[config.mk]
export PLATFORM = sky130hd
export DESIGN_NAME = i2c_target_responder
export DESIGN_NICKNAME = d
export VERILOG_FILES = /design/src/rtl/i2c_target_responder.sv
export SDC_FILE = /design/constraint.sdc
export NUM_CORES = 1
export LEC_CHECK = 0
export CORE_ASPECT_RATIO = 1.75
export CORE_MARGIN = 1.5
export CORE_UTILIZATION = 59
export CTS_CLUSTER_DIAMETER = 150
export CTS_CLUSTER_SIZE = 30
export DETAILED_ROUTE_END_ITERATION = 12
export PLACE_DENSITY = 0.94
export SLEW_MARGIN = 20
export SYNTH_ARGS = -nofsm -noshare
export SYNTH_HDL_FRONTEND = slang
export SYNTH_SLANG_ARGS = --single-unit
[constraint.sdc]
create_clock -name clock -period 5.31 [get_ports clock]
set_input_delay 0.7965 -clock clock [delete_from_list [all_inputs] [get_ports clock]]
set_output_delay 0.7965 -clock clock [all_outputs]
set_load 0.05 [all_outputs]
[src/rtl/i2c_target_responder.sv]
// I2C target: oversampled SCL/SDA, START/STOP detection, 7-bit address match,
// byte-wide write sink and read source; SDA driven only as an open-drain pull-low.
module i2c_target_responder #(
   parameter logic [6:0] DEVICE_ADDR = 7'h51,
   parameter int         SYNC_STAGES = 2
) (
   input  logic       clock,
   input  logic       Reset,
   input  logic       SCL,
   input  logic       SDAIn,
   output logic       SDAPullLow,
   input  logic [7:0] TxData,
   output logic       TxRequest,
   output logic [7:0] RxData,
   output logic       RxValid,
   output logic       Busy
);

   typedef enum logic [2:0] {
      ST_IDLE,
      ST_ADDR,
      ST_ADDR_ACK,
      ST_WR_DATA,
      ST_WR_ACK,
      ST_RD_DATA,
      ST_RD_ACK,
      ST_WAIT_STOP
   } state_t;

   logic [SYNC_STAGES-1:0] scl_sync_q, sda_sync_q;
   logic                   scl_prev_q, sda_prev_q;
   logic                   scl_s, sda_s;
   logic                   scl_rise, scl_fall, start_evt, stop_evt;

   state_t     state_q, state_d;
   logic [3:0] cnt_q, cnt_d;
   logic [7:0] shreg_q, shreg_d;
   logic       rw_q, rw_d;
   logic       ack_q, ack_d;
   logic       pull_q, pull_d;
   logic [7:0] rx_data_q, rx_data_d;
   logic       rx_valid_q, rx_valid_d;
   logic       busy_q, busy_d;
   logic       tx_req;

   assign scl_s    = scl_sync_q[SYNC_STAGES-1];
   assign sda_s    = sda_sync_q[SYNC_STAGES-1];
   assign scl_rise = scl_s & ~scl_prev_q;
   assign scl_fall = ~scl_s & scl_prev_q;
   // SDA edges only count as bus conditions when SCL was steadily high
   assign start_evt = scl_s & scl_prev_q & sda_prev_q & ~sda_s;
   assign stop_evt  = scl_s & scl_prev_q & ~sda_prev_q & sda_s;

   always_ff @(posedge clock) begin
      if (Reset) begin
         scl_sync_q <= '1;
         sda_sync_q <= '1;
         scl_prev_q <= 1'b1;
         sda_prev_q <= 1'b1;
         state_q    <= ST_IDLE;
         cnt_q      <= 4'd0;
         shreg_q    <= 8'd0;
         rw_q       <= 1'b0;
         ack_q      <= 1'b0;
         pull_q     <= 1'b0;
         rx_data_q  <= 8'd0;
         rx_valid_q <= 1'b0;
         busy_q     <= 1'b0;
      end else begin
         scl_sync_q <= {scl_sync_q[SYNC_STAGES-2:0], SCL};
         sda_sync_q <= {sda_sync_q[SYNC_STAGES-2:0], SDAIn};
         scl_prev_q <= scl_s;
         sda_prev_q <= sda_s;
         state_q    <= state_d;
         cnt_q      <= cnt_d;
         shreg_q    <= shreg_d;
         rw_q       <= rw_d;
         ack_q      <= ack_d;
         pull_q     <= pull_d;
         rx_data_q  <= rx_data_d;
         rx_valid_q <= rx_valid_d;
         busy_q     <= busy_d;
      end
   end

   always_comb begin
      state_d    = state_q;
      cnt_d      = cnt_q;
      shreg_d    = shreg_q;
      rw_d       = rw_q;
      ack_d      = ack_q;
      pull_d     = pull_q;
      rx_data_d  = rx_data_q;
      rx_valid_d = 1'b0;
      tx_req     = 1'b0;

      if (start_evt) begin
         state_d = ST_ADDR;
         cnt_d   = 4'd0;
         pull_d  = 1'b0;
         ack_d   = 1'b0;
      end else if (stop_evt) begin
         state_d = ST_IDLE;
         cnt_d   = 4'd0;
         pull_d  = 1'b0;
         ack_d   = 1'b0;
      end else begin
         case (state_q)
            ST_ADDR: begin
               if (scl_rise && cnt_q != 4'd8) begin
                  shreg_d = {shreg_q[6:0], sda_s};
                  cnt_d   = cnt_q + 4'd1;
               end else if (scl_fall && cnt_q == 4'd8) begin
                  if (shreg_q[7:1] == DEVICE_ADDR) begin
                     pull_d  = 1'b1;
                     rw_d    = shreg_q[0];
                     state_d = ST_ADDR_ACK;
                  end else begin
                     state_d = ST_WAIT_STOP;
                  end
               end
            end
            ST_ADDR_ACK: begin
               if (scl_fall) begin
                  cnt_d = 4'd0;
                  if (rw_q) begin
                     tx_req  = 1'b1;
                     shreg_d = TxData;
                     pull_d  = ~TxData[7];
                     state_d = ST_RD_DATA;
                  end else begin
                     pull_d  = 1'b0;
                     state_d = ST_WR_DATA;
                  end
               end
            end
            ST_WR_DATA: begin
               if (scl_rise && cnt_q != 4'd8) begin
                  shreg_d = {shreg_q[6:0], sda_s};
                  cnt_d   = cnt_q + 4'd1;
                  if (cnt_q == 4'd7) begin
                     rx_data_d  = {shreg_q[6:0], sda_s};
                     rx_valid_d = 1'b1;
                  end
               end else if (scl_fall && cnt_q == 4'd8) begin
                  pull_d  = 1'b1;
                  state_d = ST_WR_ACK;
               end
            end
            ST_WR_ACK: begin
               if (scl_fall) begin
                  pull_d  = 1'b0;
                  cnt_d   = 4'd0;
                  state_d = ST_WR_DATA;
               end
            end
            ST_RD_DATA: begin
               if (scl_rise && cnt_q != 4'd8) begin
                  cnt_d = cnt_q + 4'd1;
               end else if (scl_fall && cnt_q == 4'd8) begin
                  pull_d  = 1'b0;
                  cnt_d   = 4'd0;
                  ack_d   = 1'b0;
                  state_d = ST_RD_ACK;
               end else if (scl_fall && cnt_q != 4'd0) begin
                  shreg_d = {shreg_q[6:0], 1'b0};
                  pull_d  = ~shreg_q[6];
               end
            end
            ST_RD_ACK: begin
               // NACK ends the transfer at the sampling edge; ACK reloads on the fall
               if (scl_rise) begin
                  if (sda_s) state_d = ST_WAIT_STOP;
                  else       ack_d   = 1'b1;
               end else if (scl_fall && ack_q) begin
                  tx_req  = 1'b1;
                  shreg_d = TxData;
                  pull_d  = ~TxData[7];
                  ack_d   = 1'b0;
                  state_d = ST_RD_DATA;
               end
            end
            default: ;
         endcase
      end

      busy_d = (state_d == ST_ADDR_ACK) || (state_d == ST_WR_DATA) ||
               (state_d == ST_WR_ACK)   || (state_d == ST_RD_DATA) ||
               (state_d == ST_RD_ACK);
   end

   assign SDAPullLow = pull_q;
   assign TxRequest  = tx_req & ~Reset;
   assign RxData     = rx_data_q;
   assign RxValid    = rx_valid_q;
   assign Busy       = busy_q;

endmodule

==> impl_results.md <==
* Setup violation total in the final timing report at 0
* Initial Util at 62.26%
* Detailed router's first-iteration violation count at 70
* Max FO, Critical Path at 27
* Yosys reg bits at 34
* Number of standard cells after synthesis at 211
* Class of the most critical hold timing path: reg -> reg
* Peak supply drop at 0.0002897 V
* EDFF count, synth at 0
* Startpoint of the tightest hold check path: sda_sync_q[0]$_SDFF_PP1_
* Pre-Repair DR Iteration Count at 4
* Unrepaired setup endpoints after global routing: false
* Hold violation count in the final report at 0
* Initial antenna violation count at 0
* Horizontal extent of the die at 45.25 um
* Highest attainable clock frequency at 251.8 MHz
* Reg-to-reg startpoint: cnt_q[0]$_SDFFE_PP0P_
* Post-Syn Nets at 225
* Share of the synthesized area in the top cell type at 36.93%
* Mean area per synthesized cell at 8.735 um2
* Number of global-route vias before repair at 1553
* Final clock period utilization by the worst path at 74.80%
* Data required time of the critical path at 4.51 ns
* Share of post-route cells with drive strength above 1 at 10.13%
* Tightest Pin Transition at 0.6974 ns
* Number of cells traversed by the worst register-to-register path at 8
* Buffers on Ports at 23
* Number of nets at the end of the flow at 240
* Data arrival time of the critical path at 3.18 ns
* Sequential share of the synthesized area at 36.93%
* CTS H-tree depth at 2
* Max transition margin at 53.44%
* Setup total negative slack at 0 ns
* CTS tree: built
* Via count normalized by instance count at 6.015
* Count of instances resized after the clock tree is built at 0
* Yosys warns at 0
* Clk_lat worst skew at 0.29 ns
* Die Ht at 76.94 um
* FP Rows at 26
* Setup clock skew after layout at 0.01027 ns
* Number of buffers inserted by post-CTS setup repair at 0
* Cell area power density at 273.3 mW/mm2
* Detailed placer's ending HPWL at 3020 um
* Number of hold-repair buffers added at the cts stage at 0
* Count of maximum capacitance violations at 0
* Worst Hold Path Cells at 1
* Static leakage at 0.8428 nW
* DRT antenna net count at 0
* Status: completed
* FF-to-FF setup slack at 2.99 ns
* Sum of overflow across all layers after global routing at 0
* Sinks on the clock net at 34
* Ports placed on the boundary at 24
* Final max-slew violation count at 0
* Share of flip-flops with an asynchronous set or reset after synthesis at 0%
* Cell area after synthesis at 0.001843 mm2
* Primary FF master, synth: sky130_fd_sc_hd__dfxtp_1
* Most instantiated library cell after synthesis: sky130_fd_sc_hd__dfxtp_1
* Hold WS at 0.4077 ns
* DRC viols at 0
* Cts bufs inserted at 5
* Total Routed Length at 4235 um
* Synthesis-to-finish area growth at 16.23%
* Routed wirelength normalized by instance count at 15.74 um
* Overall power after layout at 0.0005855 W
* Total GRT Usage at 27.65%
* Type of the setup path with the least slack: in -> out
* Global-route wire length before repair at 7141 um
* Maximum number of pins on one net before global-route repair at 28
* Antenna cells at 0
* Clk slew on worst S/H paths at 0.06 ns
* Commonest cells post-synth: sky130_fd_sc_hd__dfxtp_1, sky130_fd_sc_hd__nor2_1, sky130_fd_sc_hd__mux2i_1
* Worst Hold End: sda_sync_q[1]$_SDFF_PP1_
* Number of unique standard cell types used by synthesis at 54
* Critical path capture point type: output pin
* Final critical delay including setup and external delays at 3.972 ns
* Maximum buffer depth of the clock tree at 2
* Buffer type at the clock tree root: sky130_fd_sc_hd__clkbuf_8
* Count of fill cells added during filler insertion at 213
* Placeable core area at 0.002960 mm2
* Total Die Area at 0.003481 mm2
* Setup crit start kind: input port
* Total vias in the final route at 1618
* Cell taking the most area after synthesis: sky130_fd_sc_hd__dfxtp_1
* Synth area leaders: sky130_fd_sc_hd__dfxtp_1, sky130_fd_sc_hd__mux2i_1, sky130_fd_sc_hd__nor2_1, sky130_fd_sc_hd__o21ai_0, sky130_fd_sc_hd__a21oi_1
* Critical R2R Capture: shreg_q[3]$_SDFFE_PP0P_
* Placer congestion estimate at 1.039
## cell type report
type	instances	area (um2)	area share, %
Clock buffer	8	110.1	5.140
Tap cell	42	52.55	2.453
Timing Repair Buffer	24	237.7	11.10
Sequential cell	34	680.7	31.78
Inverter	6	22.52	1.051
Multi-Input combinational cell	155	1039	48.48
## sequential cells by signal, summed over array words and instances, names as in the netlist
register,count
Busy,1
RxData,8
RxValid,1
SDAPullLow,1
ack_q,1
cnt_q,4
rw_q,1
scl_prev_q,1
scl_sync_q,2
sda_prev_q,1
sda_sync_q,2
shreg_q,8
state_q,3
## worst max-delay path, cell delays in order
cell and delay, ns:
sky130_fd_sc_hd__clkdlybuf4s50_1 0.39, sky130_fd_sc_hd__buf_4 0.21, sky130_fd_sc_hd__or2_2 0.41, sky130_fd_sc_hd__a2111oi_0 0.47, sky130_fd_sc_hd__clkdlybuf4s50_1 0.89
## per-layer routing
metal / GRT usage [%] / share of wire [%] / vias to the layer above
met3: 6.118 / 5.5 / 10
met1: 30.80 / 36 / 747
met4: 11.76 / 2.3 / 0
met5: 0 / 0 / -
li1: - / - / 798
met2: 47.57 / 56 / 63
## cell usage in the layout (no fill, tap or decap), drive strengths merged, types with 2 or more instances in the layout
master         count
nor4b              2
inv                6
o211ai             3
and4b              2
ha                 2
nand3b             4
and3b              3
dfxtp             34
nor3b              2
o31ai              2
a211oi             7
nand2              9
nand2b             7
nand3              6
o311ai             2
nand4              2
nor4               2
mux2i             15
clkdlybuf4s50     23
o21ai             12
or2                7
nor2b              5
a21oi             10
nor2              26
clkbuf             8
nor3               6
## power breakdown
group	leakage, nW	switching, W	internal (W)	total [W]
clock network	0.0575	0.0000932	0.000131	0.000224
logic	0.510	0.0000437	0.0000364	0.0000801
registers	0.276	0.0000182	0.000263	0.000281
## cells by family (layout without fill, tap and decap cells)
group | count (synthesis) | count (layout) | synth area share [%]
DFF | 34 | 34 | 36.93
buffers and inverters | 22 | 38 | 6.721
adders and majority gates | 3 | 3 | 1.901
xor gates and xnor gates | 1 | 1 | 0.4753
and+or+nand+nor | 87 | 87 | 27.83
AOI/OAI and AO/OA | 49 | 49 | 17.99
muxes | 15 | 15 | 8.146
## worst max-delay path by stage
stage	endpoint	from	cells past startpoint	slack (ns)
final	TxRequest	Reset	5	1.34
after global routing	TxRequest	Reset	5	1.30
after CTS	TxRequest	Reset	5	1.33
after detailed placement	TxRequest	Reset	5	1.33
after global placement	TxRequest	Reset	5	1.33
after floorplan	TxRequest	Reset	4	0.62
## through the flow
| stage | cells | instance area [um2] | worst slack (ns) | util (%) |
|---|---|---|---|---|
| 2_1_floorplan | 211 | 1843 | 0.6159 | - |
| 3_3_place_gp | 261 | 2032 | 1.327 | 68.64 |
| 3_5_place_dp | 261 | 2032 | 1.330 | 68.64 |
| 4_1_cts | 269 | 2142 | 1.332 | 72.36 |
| 5_1_grt | 269 | 2142 | 1.299 | 72.36 |
| 6_report | 269 | 2142 | 1.338 | 72.36 |
(Power assumes the default switching activity.)
